[src/rtl/mem_request_arbiter_pkg.sv]
// Shared constants and types for the memory request arbiter: word width,
// access-size encodings, read/write codes, FSM states and requester ids.
package mem_request_arbiter_pkg;

  localparam int WORD_W = 32;

  localparam logic [2:0] GOAL_BYTE = 3'd1;
  localparam logic [2:0] GOAL_HALF = 3'd2;
  localparam logic [2:0] GOAL_WORD = 3'd4;

  localparam logic RW_READ  = 1'b0;
  localparam logic RW_WRITE = 1'b1;

  typedef enum logic {
    ST_IDLE = 1'b0,
    ST_WAIT = 1'b1
  } arb_state_e;

  typedef enum logic [1:0] {
    SRC_FET   = 2'd0,
    SRC_LOAD  = 2'd1,
    SRC_STORE = 2'd2
  } src_e;

  typedef struct packed {
    logic              valid;
    logic [WORD_W-1:0] addr;
    logic [2:0]        goal;
    logic [WORD_W-1:0] data;
  } slot_t;

  // Unknown size codes are widened to a full word rather than passed through.
  function automatic logic [2:0] legal_goal(input logic [2:0] goal);
    case (goal)
      GOAL_BYTE, GOAL_HALF, GOAL_WORD: return goal;
      default:                         return GOAL_WORD;
    endcase
  endfunction

endpackage

[src/rtl/mem_request_arbiter_pick3.sv]
// Combinational three-way pick: store > load > fetch, with a starvation
// override that lets a waiting fetch jump the queue.
module arb_pick3
  import mem_request_arbiter_pkg::*;
(
  input  logic fet_valid,
  input  logic load_valid,
  input  logic store_valid,
  input  logic fet_starved,
  output logic grant,
  output src_e winner
);

  // NOTE: every output of a combinational block gets a default first, so no
  // path through the block can leave it unassigned and infer a latch.
  always_comb begin
    grant  = fet_valid | load_valid | store_valid;
    winner = SRC_FET;
    if (fet_valid && fet_starved) winner = SRC_FET;
    else if (store_valid)         winner = SRC_STORE;
    else if (load_valid)          winner = SRC_LOAD;
  end

endmodule

[src/rtl/mem_request_arbiter.sv]
// Arbitrates fetch, load and store requests onto a single memory controller
// port, one transaction at a time, with rollback flush of speculative traffic.
module mem_request_arbiter
  import mem_request_arbiter_pkg::*;
#(
  parameter int STARVE_LIMIT = 4
) (
  input  logic              clk,
  input  logic              rst_n,
  input  logic              rob_rollback_in,
  input  logic              fet_request_in,
  input  logic [WORD_W-1:0] fet_address_in,
  output logic              fet_busy_out,
  output logic              fet_ready_out,
  output logic [WORD_W-1:0] fet_instruction_out,
  input  logic              lsb_load_request_in,
  input  logic [WORD_W-1:0] lsb_load_address_in,
  input  logic [2:0]        lsb_load_goal_in,
  output logic              lsb_load_busy_out,
  output logic              lsb_load_ready_out,
  output logic [WORD_W-1:0] lsb_load_data_out,
  input  logic              lsb_store_request_in,
  input  logic [WORD_W-1:0] lsb_store_address_in,
  input  logic [2:0]        lsb_store_goal_in,
  input  logic [WORD_W-1:0] lsb_store_data_in,
  output logic              lsb_store_busy_out,
  output logic              lsb_store_ready_out,
  output logic              mc_request_out,
  output logic              mc_rw_signal_out,
  output logic [WORD_W-1:0] mc_address_out,
  output logic [2:0]        mc_goal_out,
  output logic [WORD_W-1:0] mc_data_out,
  input  logic              mc_ready_in,
  input  logic [WORD_W-1:0] mc_data_in
);

  localparam logic [2:0] STARVE_LIM3 = 3'(STARVE_LIMIT);

  slot_t             fet_slot, load_slot, store_slot, pick_slot;
  arb_state_e        state, state_nx;
  src_e              win_q, pick;
  logic [2:0]        starve_cnt;
  logic              mc_rw_q;
  logic [WORD_W-1:0] mc_addr_q, mc_data_q;
  logic [2:0]        mc_goal_q;
  logic              fet_eff, load_eff, grant, issue, complete, done_cycle;

  // Rollback hides fetch/load from arbitration in the very cycle it flushes them.
  assign fet_eff    = fet_slot.valid  & ~rob_rollback_in;
  assign load_eff   = load_slot.valid & ~rob_rollback_in;
  assign done_cycle = fet_ready_out | lsb_load_ready_out | lsb_store_ready_out;

  assign fet_busy_out       = fet_slot.valid;
  assign lsb_load_busy_out  = load_slot.valid;
  assign lsb_store_busy_out = store_slot.valid;

  arb_pick3 u_pick (
    .fet_valid  (fet_eff),
    .load_valid (load_eff),
    .store_valid(store_slot.valid),
    .fet_starved(starve_cnt == STARVE_LIM3),
    .grant      (grant),
    .winner     (pick)
  );

  always_comb begin
    case (pick)
      SRC_STORE: pick_slot = store_slot;
      SRC_LOAD:  pick_slot = load_slot;
      default:   pick_slot = fet_slot;
    endcase
  end

  // The completion cycle is kept dead so a requester re-arming in it can compete.
  always_comb begin
    state_nx = state;
    issue    = 1'b0;
    complete = 1'b0;
    case (state)
      ST_IDLE: begin
        if (grant && !done_cycle) begin
          issue    = 1'b1;
          state_nx = ST_WAIT;
        end
      end
      ST_WAIT: begin
        if (rob_rollback_in && win_q != SRC_STORE) begin
          state_nx = ST_IDLE;
        end else if (mc_ready_in) begin
          complete = 1'b1;
          state_nx = ST_IDLE;
        end
      end
      default: state_nx = ST_IDLE;
    endcase
  end

  always_comb begin
    mc_request_out   = issue;
    mc_rw_signal_out = mc_rw_q;
    mc_address_out   = mc_addr_q;
    mc_goal_out      = mc_goal_q;
    mc_data_out      = mc_data_q;
    if (issue) begin
      mc_rw_signal_out = (pick == SRC_STORE) ? RW_WRITE : RW_READ;
      mc_address_out   = pick_slot.addr;
      mc_goal_out      = pick_slot.goal;
      mc_data_out      = pick_slot.data;
    end
  end

  // NOTE: state registers use non-blocking assignments so every flop samples
  // the pre-edge values regardless of statement order.
  always_ff @(posedge clk or negedge rst_n) begin
    if (!rst_n) begin
      state               <= ST_IDLE;
      win_q               <= SRC_FET;
      starve_cnt          <= '0;
      fet_slot            <= '0;
      load_slot           <= '0;
      store_slot          <= '0;
      mc_rw_q             <= RW_READ;
      mc_addr_q           <= '0;
      mc_goal_q           <= '0;
      mc_data_q           <= '0;
      fet_ready_out       <= 1'b0;
      lsb_load_ready_out  <= 1'b0;
      lsb_store_ready_out <= 1'b0;
      fet_instruction_out <= '0;
      lsb_load_data_out   <= '0;
    end else begin
      state               <= state_nx;
      fet_ready_out       <= complete && win_q == SRC_FET;
      lsb_load_ready_out  <= complete && win_q == SRC_LOAD;
      lsb_store_ready_out <= complete && win_q == SRC_STORE;

      if (issue) begin
        win_q     <= pick;
        mc_rw_q   <= mc_rw_signal_out;
        mc_addr_q <= pick_slot.addr;
        mc_goal_q <= pick_slot.goal;
        mc_data_q <= pick_slot.data;
        if (pick == SRC_FET)                    starve_cnt <= '0;
        else if (fet_eff && starve_cnt != 3'd7) starve_cnt <= starve_cnt + 3'd1;
      end

      if (complete && win_q == SRC_FET)  fet_instruction_out <= mc_data_in;
      if (complete && win_q == SRC_LOAD) lsb_load_data_out   <= mc_data_in;

      if (rob_rollback_in || (complete && win_q == SRC_FET)) fet_slot.valid <= 1'b0;
      else if (fet_request_in && !fet_slot.valid)
        fet_slot <= '{valid: 1'b1, addr: fet_address_in, goal: GOAL_WORD, data: '0};

      if (rob_rollback_in || (complete && win_q == SRC_LOAD)) load_slot.valid <= 1'b0;
      else if (lsb_load_request_in && !load_slot.valid)
        load_slot <= '{valid: 1'b1, addr: lsb_load_address_in,
                       goal: legal_goal(lsb_load_goal_in), data: '0};

      if (complete && win_q == SRC_STORE) store_slot.valid <= 1'b0;
      else if (lsb_store_request_in && !store_slot.valid)
        store_slot <= '{valid: 1'b1, addr: lsb_store_address_in,
                        goal: legal_goal(lsb_store_goal_in), data: lsb_store_data_in};
    end
  end

endmodule

[config.mk]
export PLATFORM = sky130hd
export DESIGN_NAME = mem_request_arbiter
export DESIGN_NICKNAME = d
export VERILOG_FILES = /design/src/rtl/mem_request_arbiter_pkg.sv /design/src/rtl/mem_request_arbiter_pick3.sv /design/src/rtl/mem_request_arbiter.sv
export SDC_FILE = /design/constraint.sdc
export NUM_CORES = 1
export LEC_CHECK = 0
export CORE_MARGIN = 2
export CORE_UTILIZATION = 35
export CTS_BUF_LIST = sky130_fd_sc_hd__clkbuf_16
export CTS_CLUSTER_SIZE = 14
export DETAILED_ROUTE_END_ITERATION = 12
export PLACE_DENSITY = 0.59
export SYNTH_ARGS = -nofsm -noshare
export SYNTH_HDL_FRONTEND = slang
export SYNTH_SLANG_ARGS = --single-unit
[constraint.sdc]
create_clock -name clk -period 4.1 [get_ports clk]
set_clock_uncertainty 0.1 [all_clocks]
set_input_delay 0.82 -clock clk [delete_from_list [all_inputs] [get_ports clk]]
set_output_delay 0.82 -clock clk [all_outputs]
set_load 0.05 [all_outputs]
* Yosys cells after proc, flatten, opt, wreduce, memory -nomap -nowiden *
Cells that the tools add are included.

word-level totals
  word-level logic and storage cells = 102
  bits in registers = 279

operators by class
  reductions and logical operators = 28
  bitwise operators = 11
  $add $sub $neg = 1
  multiplexer cells = 27
  equality and inequality tests = 13

operators with widths
  operator                                                                number
  68-bit two-way mux                                                      3
  67-bit case mux with 2 select lines                                     1
  32-bit two-way mux                                                      2
  3-bit two-way mux                                                       5
  1-bit two-way mux                                                       13
  1-bit logical AND                                                       10
  3-bit equality test (second input constant)                             3
  2-bit AND reduction                                                     4
  2-bit nonzero test                                                      4
  3-bit by 1-bit equality test with 1-bit output (second input constant)  2
  3-bit by 2-bit equality test with 1-bit output (second input constant)  2
  3-bit OR reduction                                                      2
  1-bit NOT                                                               5
  2-bit by 1-bit equality test with 1-bit output (second input constant)  2
  2-bit equality test (second input constant)                             2
  1-bit zero test                                                         4
  2-bit zero test                                                         2
  2-bit two-way mux                                                       2
  1-bit OR                                                                4
  3-bit by 1-bit adder with 3-bit output (second input constant)          1
  3-bit inequality test (second input constant)                           1
  1-bit AND                                                               2
  1-bit logical OR                                                        2
  2-bit inequality test (second input constant)                           1
  1-bit case mux with 2 select lines                                      1

* Logic depth before layout (Yosys ltp) *
Gate-level depths: netlist of the first run.

  depth in word-level cells = 8
  gate-level depth with buffers = 12

* Hierarchy *
From an unflattened synthesis of the first run, not the netlist that was laid out.

unflattened totals
  cells, all modules = 833
  area total of the unflattened synthesis = 11674.9 um^2

by module, submodules not included
  module               instances  sequential area each (um^2)  area an instance (um^2)  cells each
  mem_request_arbiter  1          6981.7                       11649.9                  829
  arb_pick3            1          0.0                          25.0                     4

* Worst setup path after synthesis of the first run *
OpenSTA, ideal clock, no wires.

  path kind = input to output
  from = in rob_rollback_in
  to = out mc_address_out[31]
  setup slack = 0.217 ns
  arrival = 2.963 ns
  cell stages on the path = 9
  cell sequence = buf_2 -> nand4b_1 -> clkbuf_1 -> nand2_1 -> ha_1 -> clkbuf_1 -> clkbuf_1 -> o21ai_0 -> mux2_2

on the way
  longest elaborated chain between the ends = 8

ends and longest elaborated chain
  what                                                                          RTL line                                                          source
  from (decl)                                                                   mem_request_arbiter.sv:10                                         input logic rob_rollback_in,
  1-bit NOT (*)                                                                 mem_request_arbiter.sv:49, mem_request_arbiter.sv:50
  1-bit AND, on equally long branches                                           mem_request_arbiter.sv:50, mem_request_arbiter.sv:49
  1-bit two-way mux or 1-bit OR (tied branches)                                 mem_request_arbiter_pick3.sv:21, mem_request_arbiter_pick3.sv:17
  2-bit two-way mux or 1-bit OR (tied branches)                                 mem_request_arbiter_pick3.sv:20, mem_request_arbiter_pick3.sv:17
  2-bit two-way mux or 1-bit logical AND (tied branches)                        mem_request_arbiter_pick3.sv:19, mem_request_arbiter.sv:81
  2-bit by 1-bit equality test with 1-bit output, or another cell as far along  mem_request_arbiter.sv:67                                         case (pick)
  67-bit case mux with 2 select lines or 1-bit two-way mux (tied branches)      mem_request_arbiter.sv:67, mem_request_arbiter.sv:79
  32-bit two-way mux (*)                                                        mem_request_arbiter.sv:104                                        if (issue) begin
  to (decl)                                                                     mem_request_arbiter.sv:30                                         output logic [WORD_W-1:0] mc_address_out,

Mark *: on every way between the ends. The rest lies on a longest branch, timed or not.

* Worst setup path in the final report of the first run *
  from = in rob_rollback_in
  to = out mc_address_out[13]

RTL lines
  what                                                                                   RTL line                         source
  1-bit NOT (*)                                                                          mem_request_arbiter.sv:49        assign fet_eff = fet_slot.valid & ~rob_rollback_in;
  1-bit AND (*)                                                                          mem_request_arbiter.sv:49
  1-bit logical AND (*)                                                                  mem_request_arbiter_pick3.sv:19  if (fet_valid && fet_starved) winner = SRC_FET;
  2-bit two-way mux (*)                                                                  mem_request_arbiter_pick3.sv:19
  net pick[1]                                                                            mem_request_arbiter.sv:41        src_e win_q, pick;
  2-bit by 1-bit equality test with 1-bit output or 2-bit equality test (tied branches)  mem_request_arbiter.sv:67
  67-bit case mux with 2 select lines (*)                                                mem_request_arbiter.sv:67
  32-bit two-way mux (*)                                                                 mem_request_arbiter.sv:104

The timed path passes the listed nets; every way through them passes the cells marked *.

==> impl_results.md, run 1 <==
* Outcome: finished clean
* Longest Clk Path Bufs at 3
* Setup WS pre-CTS at 150.2 ps
* Slowest CP cell: clkdlybuf4s50_1
* Setup-failing EPs final at 0
* Peak supply drop at between 0.7 and 0.8 mV
* Metal3 WL at around 3500 microns
* Startpoint Class: input pin
* Row cnt at 66
* 1st-iter DRT viols at ~230
* Hold buffers post-CTS at 0
* Slowest stage delay, CP at ~460 ps
* Total power at approximately 17 mW
* Remaining antenna violation count at 0
* Post-synthesis sequential area ratio at between 60% and 70%
* Reg2Reg Setup Slack at around 1800 ps
* Die X at approximately 190 microns
* Crit-path cells: clkdlybuf4s50_1 > nand4b_1 > nand2_2 > inv_1 > ha_4 > buf_4 > a22oi_1 > o21ai_0 > mux2_2 > buf_12
* Arr. time, crit path at between 2000 and 3000 ps
* Pwr dens at between 900 and 1000 mW/mm^2
* Wl on met1 at 12,870 microns
* TritonRoute pass-1 iters at 4
* Worst-path clk slew at ~60 ps
* Routability congestion estimate at between 0.7 and 0.8
* Worst-Skew Late Latency at about 500 ps
* Critical path type: input pin to output pin
* Max-cap viol count at 0
* Family with the most delay on the worst path: buffers and inverters
* Bufs and invs on worst path at 4
* Initial antenna violation count at 3
* Hold Path Class: input pin to async pin
* # IOs at 312
* EDFF count, synth at 0
* Slew margin rel. at roughly half
* Final Hold Fails at 0
* Syn_area_per_cell at around 15 sq um
* Top sig layer: met5
* Final worst slack at roughly 230 ps
* Final WL at ~31,000 microns
* TritonCTS Buffers at 34
* Worst-margin pin slew at 731.2 ps
* Most used DFF post-synth: dfrtp_1
* Clock root cell: clkbuf_16
* RSZ-0062 raised after global routing: no
* Vias at 7,594
* Min cycle time layout at slightly below 4000 ps
* Tot GR Track Use at 18.19%
* Post-synthesis adder-cell area fraction at 0.6469%
* Synth warn at 0
* WHS at approximately 250 ps
* # DRC at 0
* Async set or reset register ratio after synthesis at 100.0%
* Setup crit end kind: output pin
* Crit path max fanout at 16
* Nets at ~1,300
* Total grt overflow at 0
* DP Wirelength at approximately 22,000 microns
* LEAKAGE at roughly 7.6 nW
* Post-layout utilization of the core at a little over half
* Synth Area in Simple Gates at around 4.3%
* Met2 routed WL at 14,030 microns
* Seq cells post-synth at 279
* Finished Layout Cells at roughly 1,600
* Synthesized instance count at 798
* Routed vias/inst at ~4.8
* Synth unique cells at 40
* Post-route cell area at ~0.017 sq mm
* Multiplexer share of the synthesized area at around a quarter
* Critical Path RT at ~3200 ps
* Synth Cell Area at between 0.01 and 0.015 sq mm
* Max frequency at roughly 260 MHz
* Setup_tns at 0 ps
* H-tree lvl count at 2
* CTS tree: done
* Most common cell after layout, fill and taps aside: dfrtp_1
* Compound-cell area share of the yosys netlist at around 5.2%
* Initial core utilization at between 30% and 40%
* Largest family of logic cells by synthesized area: multiplexers
* Die footprint at about 0.035 sq mm
* Largest net degree at the start of global routing at 95
* Die Y at 186.1 microns
* Synth Net Count at 977
* Routed len/inst at about 20 microns
* Post-Place Cells at 1,524
* Post-DP Area at 0.01597 sq mm
* First-pass GRT wire length at 48,570 microns
* Final Max Slew Viols at 0
* Vias in the first global route at approximately 8,300
* Core Box Area at about 0.033 sq mm
* Most frequent cells in the layout: dfrtp_1 (279), clkdlybuf4s50_1 (241), mux2_2 (232), buf_12 (77), o21ai_0 (37)
* Clk sink count at around 280
* Port buffer count at ~310
* # diodes at 0
* Share of layout cells above drive strength 1 at about 36%
* Fin crit share at between 90 and 100%
* Area grow syn2layout at 47.15%
* Synth Area in XOR/XNOR at 0%
-- synth_stat cells, types with 5 or more instances --
master    instances  area [sq um]
nor2_1           11         41.29
dfrtp_1         279          6982
inv_1            12         45.04
mux2_4           29         435.4
o21ai_0          37         185.2
and3_1           34         212.7
ha_1              6         75.07
a22oi_1          35         262.8
buf_4            10         75.07
buf_2            14         70.07
clkbuf_1         19         71.32
nand2_1          34         127.6
buf_6             6         67.56
nand2b_1          5         31.28
mux2_2          232          2613
-- what timing repair did --
action,4_1_cts,5_1_grt
gates resized for setup,0,3
endpoints found under the setup margin,0,14
buffers inserted,0,0
-- final timing paths --
check	from	end	cells after the start
min	rst_n	fet_slot[46]	1
min reg2reg	fet_slot[34]	fet_slot[34]	1
max	rob_rollback_in	mc_address_out[13]	10
min in group clk	fet_slot[34]	fet_slot[34]	1
max reg2reg	starve_cnt[0]	mc_addr_q[13]	10
max in group asynchronous	rst_n	lsb_load_data_out[27]	2
-- routing by layer --
| metal | up-vias | GRT usage (%) |
|---|---|---|
| li1 | 3493 | - |
| met2 | 261 | 28.27 |
| met1 | 3785 | 23.09 |
| met4 | 6 | 4.346 |
| met5 | - | 0 |
| met3 | 49 | 8.335 |
-- cell families after synthesis --
kind of cell | count (synthesis)
compound gates | 87
buf+inv | 64
mux | 266
fa+ha+maj | 6
simple gates | 96
flops | 279
-- area by class of cell --
cell class / count / area [sq um]
Fill cell: 2769 / 15540
Multi-Input combinational cell: 455 / 4319
Timing Repair Buffer: 336 / 4096
Tap cell: 442 / 553.0
Clock inverter: 24 / 205.2
Inverter: 12 / 45.04
Sequential cell: 279 / 6982
Clock buffer: 35 / 875.8
-- worst reg2reg max path, cell delays in order (launching register included) --
cell	delay, ps
dfrtp_1	400
inv_1	60
ha_1	210
nand3_1	60
and3_1	230
inv_1	110
ha_4	240
buf_4	220
a22oi_1	190
o21ai_0	100
mux2_2	310
-- sequential cells by signal (all words and copies together) (netlist names), 2 cells and up --
name,count
fet_instruction_out,32
fet_slot,33
load_slot,35
lsb_load_data_out,32
mc_addr_q,32
mc_data_q,32
mc_goal_q,3
starve_cnt,3
store_slot,67
win_q,2
-- power breakdown --
part           switching [mW]  internal (mW)
Sequential              0.518           3.89
Combinational            5.18           4.48
Clock                    1.13           1.79
(Power assumes the default switching activity.)
==> run 2: changes to the inputs <==
--- a/config.mk
+++ b/config.mk
@@ -11,6 +11,7 @@
 export CTS_CLUSTER_SIZE = 14
 export DETAILED_ROUTE_END_ITERATION = 12
 export PLACE_DENSITY = 0.59
+export SLEW_MARGIN = 20
 export SYNTH_ARGS = -nofsm -noshare
 export SYNTH_HDL_FRONTEND = slang
 export SYNTH_SLANG_ARGS = --single-unit
==> results of run 2 <==
Same layout as run 1: the final DEF is identical, and so are final timing and power.
==> run 3: changes to the inputs <==
--- a/config.mk
+++ b/config.mk
@@ -5,7 +5,7 @@
 export SDC_FILE = /design/constraint.sdc
 export NUM_CORES = 1
 export LEC_CHECK = 0
-export CORE_MARGIN = 2
+export CORE_MARGIN = 8
 export CORE_UTILIZATION = 35
 export CTS_BUF_LIST = sky130_fd_sc_hd__clkbuf_16
 export CTS_CLUSTER_SIZE = 14
==> impl_results.md, run 3 (synthesis gave the netlist of run 1 again) <==
* Outcome: finished clean
* H-tree lvl count at 2 (unchanged)
* Fin crit share at 94.95% (+0.53 points)
* DP Wirelength at 22,510 microns (+4.6%)
* WHS at 179.5 ps (-71.52 ps)
* Net switching power at 6.890 mW (+0.85%)
* Post-layout utilization of the core at 52.21% (-0.15 points)
* Crit-path cells: clkdlybuf4s50_1 > nand4b_1 > nand2_1 > inv_1 > ha_2 > buf_4 > a22oi_1 > o21ai_0 > mux2_2 > buf_12
* Final Hold Fails at 0 (unchanged)
* Final WL at 33,290 microns (+7.4%)
* Hold Path Class: input pin to async pin
* Routed vias/inst at 4.785 (-0.25%)
* Routed len/inst at 21.10 microns (+7.7%)
* Initial antenna violation count at 3 (unchanged)
* Die footprint at 0.03924 sq mm (+13%)
* # DRC at 0 (unchanged)
* Routability congestion estimate at 0.7596 (+2.6%)
* TritonCTS Buffers at 34 (unchanged)
* Pwr dens at 999.0 mW/mm^2 (+0.41%)
* Most frequent cells in the layout: dfrtp_1 (279), clkdlybuf4s50_1 (241), mux2_2 (232), buf_12 (77)
* Arr. time, crit path at 2970 ps (+20 ps)
* Port buffer count at 311 (unchanged)
* Peak supply drop at 0.5998 mV (-20%)
* Total power at 17.01 mW (+0.13%)
* Tot GR Track Use at 16.80% (-1.4 points)
* Vias at 7,551 (-0.57%)
* Post-DP Area at 0.01594 sq mm (-0.23%)
* Clock Power Share at 17.2% (about the same)
* Filler instances at 2,788 (+0.69%)
* 1st-iter DRT viols at 265 (+16%)
* First-pass GRT wire length at 50,920 microns (+4.8%)
* TritonRoute pass-1 iters at 4 (unchanged)
* Slowest stage delay, CP at 440 ps (-20 ps)
* Nets at 1,292 (-0.39%)
* Slew margin rel. at 58.51% (+7.3 points)
* Internal at 10.12 mW (-0.35%)
* Hold buffers post-CTS at 0 (unchanged)
* CTS tree: done
* Longest Clk Path Bufs at 3 (unchanged)
* Biggest register: store_slot
* Post-CTS sizing at 0 (unchanged)
* LEAKAGE at 7.578 nW (-0.18%)
* Die X at 198.1 microns (+6.4%)
* Startpoint Class: input pin
* Worst-Skew Late Latency at 510 ps (about the same)
* Clk sink count at 279 (unchanged)
* Total grt overflow at 0 (unchanged)
* Min cycle time layout at 3893 ps (+21.74 ps)
* Setup crit end kind: output pin
* Worst-path clk slew at 50 ps (about the same)
* Row cnt at 66 (unchanged)
* Max frequency at 256.9 MHz (-0.56%)
* Slowest CP cell: clkdlybuf4s50_1
* Setup-failing EPs final at 0 (unchanged)
* Initial core utilization at 35.58% (unchanged)
* Critical Path RT at 3180 ps (about the same)
* Remaining antenna violation count at 0 (unchanged)
* Post-CTS Setup Bufs at 0 (unchanged)
* Comb power frac at 56.9% (about the same)
* Core Box Area at 0.03262 sq mm (unchanged)
* # IOs at 312 (unchanged)
* Critical path type: input pin to output pin
* Share of layout cells above drive strength 1 at 35.68% (-0.34 points)
* Area grow syn2layout at 46.74%
* Worst-margin pin slew at 621.1 ps (-110.1 ps)
* Vias in the first global route at 8,124 (-2.3%)
* Leading registers by flop count: store_slot x67, load_slot x35, fet_slot x33
* Seq pwr share at 25.8% (about the same)
* Most common cell after layout, fill and taps aside: dfrtp_1
* Post-route cell area at 0.01703 sq mm (-0.28%)
* Max-cap viol count at 0 (unchanged)
* RSZ-0062 raised after global routing: no
* Final Max Slew Viols at 0 (unchanged)
* Die Y at 198.1 microns (+6.4%)
* Sw Share at 40.50% (+0.29 points)
* Crit path max fanout at 11 (-5)
* Largest net degree at the start of global routing at 95 (unchanged)
* Setup_tns at 0 ps (unchanged)
* Clock root cell: clkbuf_16
* Max reg flops at 67 (unchanged)
## run 3: changes by cell type in the layout (fill, tap and decap cells not counted)
cell,delta
inv_1,+4
nand2_2,-1
nand2_1,+1
clkbuf_16,+2
clkinv_2,-1
ha_4,-2
ha_2,+2
buf_4,-5
inv_6,-1
clkinv_1,-5
diode_2,+1
bufinv_16,-1
clkinvlp_4,+1
## run 3: worst paths after layout
path	slack [ps]	endpoint	depth (start not counted)	startpoint
max in group asynchronous	2790	lsb_load_data_out[28]	2	rst_n
worst max register to register	1730	mc_addr_q[27]	10	starve_cnt[0]
worst min-delay path	180	mc_addr_q[11]	1	rst_n
worst max-delay path	210	mc_address_out[27]	10	rob_rollback_in
worst min register to register	370	fet_slot[34]	1	fet_slot[34]
min in group clk	370	fet_slot[34]	1	fet_slot[34]
## run 3: through the flow
step	setup WS, ps	instances
2_1_floorplan	217.4	798
3_3_place_gp	254.9	1519
3_5_place_dp	211.3	1519
4_1_cts	194.5	1577
5_1_grt	12.16	1577
6_report	207.0	1578
## run 3: critical path, delay by kind of cell
family / cells / cell delay, ps
buf+inv: 4 / 870
fa+ha+maj: 1 / 310
simple gates: 2 / 350
mux: 1 / 320
compound gates: 2 / 290
## run 3: power by group through the flow
stage	clock (mW)	combinational (mW)	sequential (mW)
2_1_floorplan	0	4.68	5.28
3_3_place_gp	0	9.74	4.41
3_5_place_dp	0	9.79	4.43
4_1_cts	3.04	9.83	4.40
5_1_grt	3.14	10.2	4.53
6_report	2.93	9.69	4.39
## run 3: metal layers
| layer | wire [microns] | vias up | GRT usage [%] | share of wire, % |
|---|---|---|---|---|
| li1 | - | 3483 | - | - |
| met1 | 14640 | 3785 | 22.03 | 44 |
| met2 | 14810 | 228 | 25.34 | 44 |
| met3 | 3254 | 49 | 7.216 | 9.8 |
| met4 | 539 | 6 | 4.010 | 1.6 |
| met5 | 42 | - | 0 | 0.13 |
## run 3: final cells by class
class / count / area [sq um] / area share (%)
Timing Repair Buffer: 331 / 4059 / 23.84
Clock inverter: 21 / 165.2 / 0.9699
Multi-Input combinational cell: 455 / 4297 / 25.23
Clock buffer: 37 / 925.9 / 5.437
Tap cell: 442 / 553.0 / 3.248
Antenna cell: 1 / 2.502 / 0.01470
Sequential cell: 279 / 6982 / 41.00
Inverter: 12 / 45.04 / 0.2645
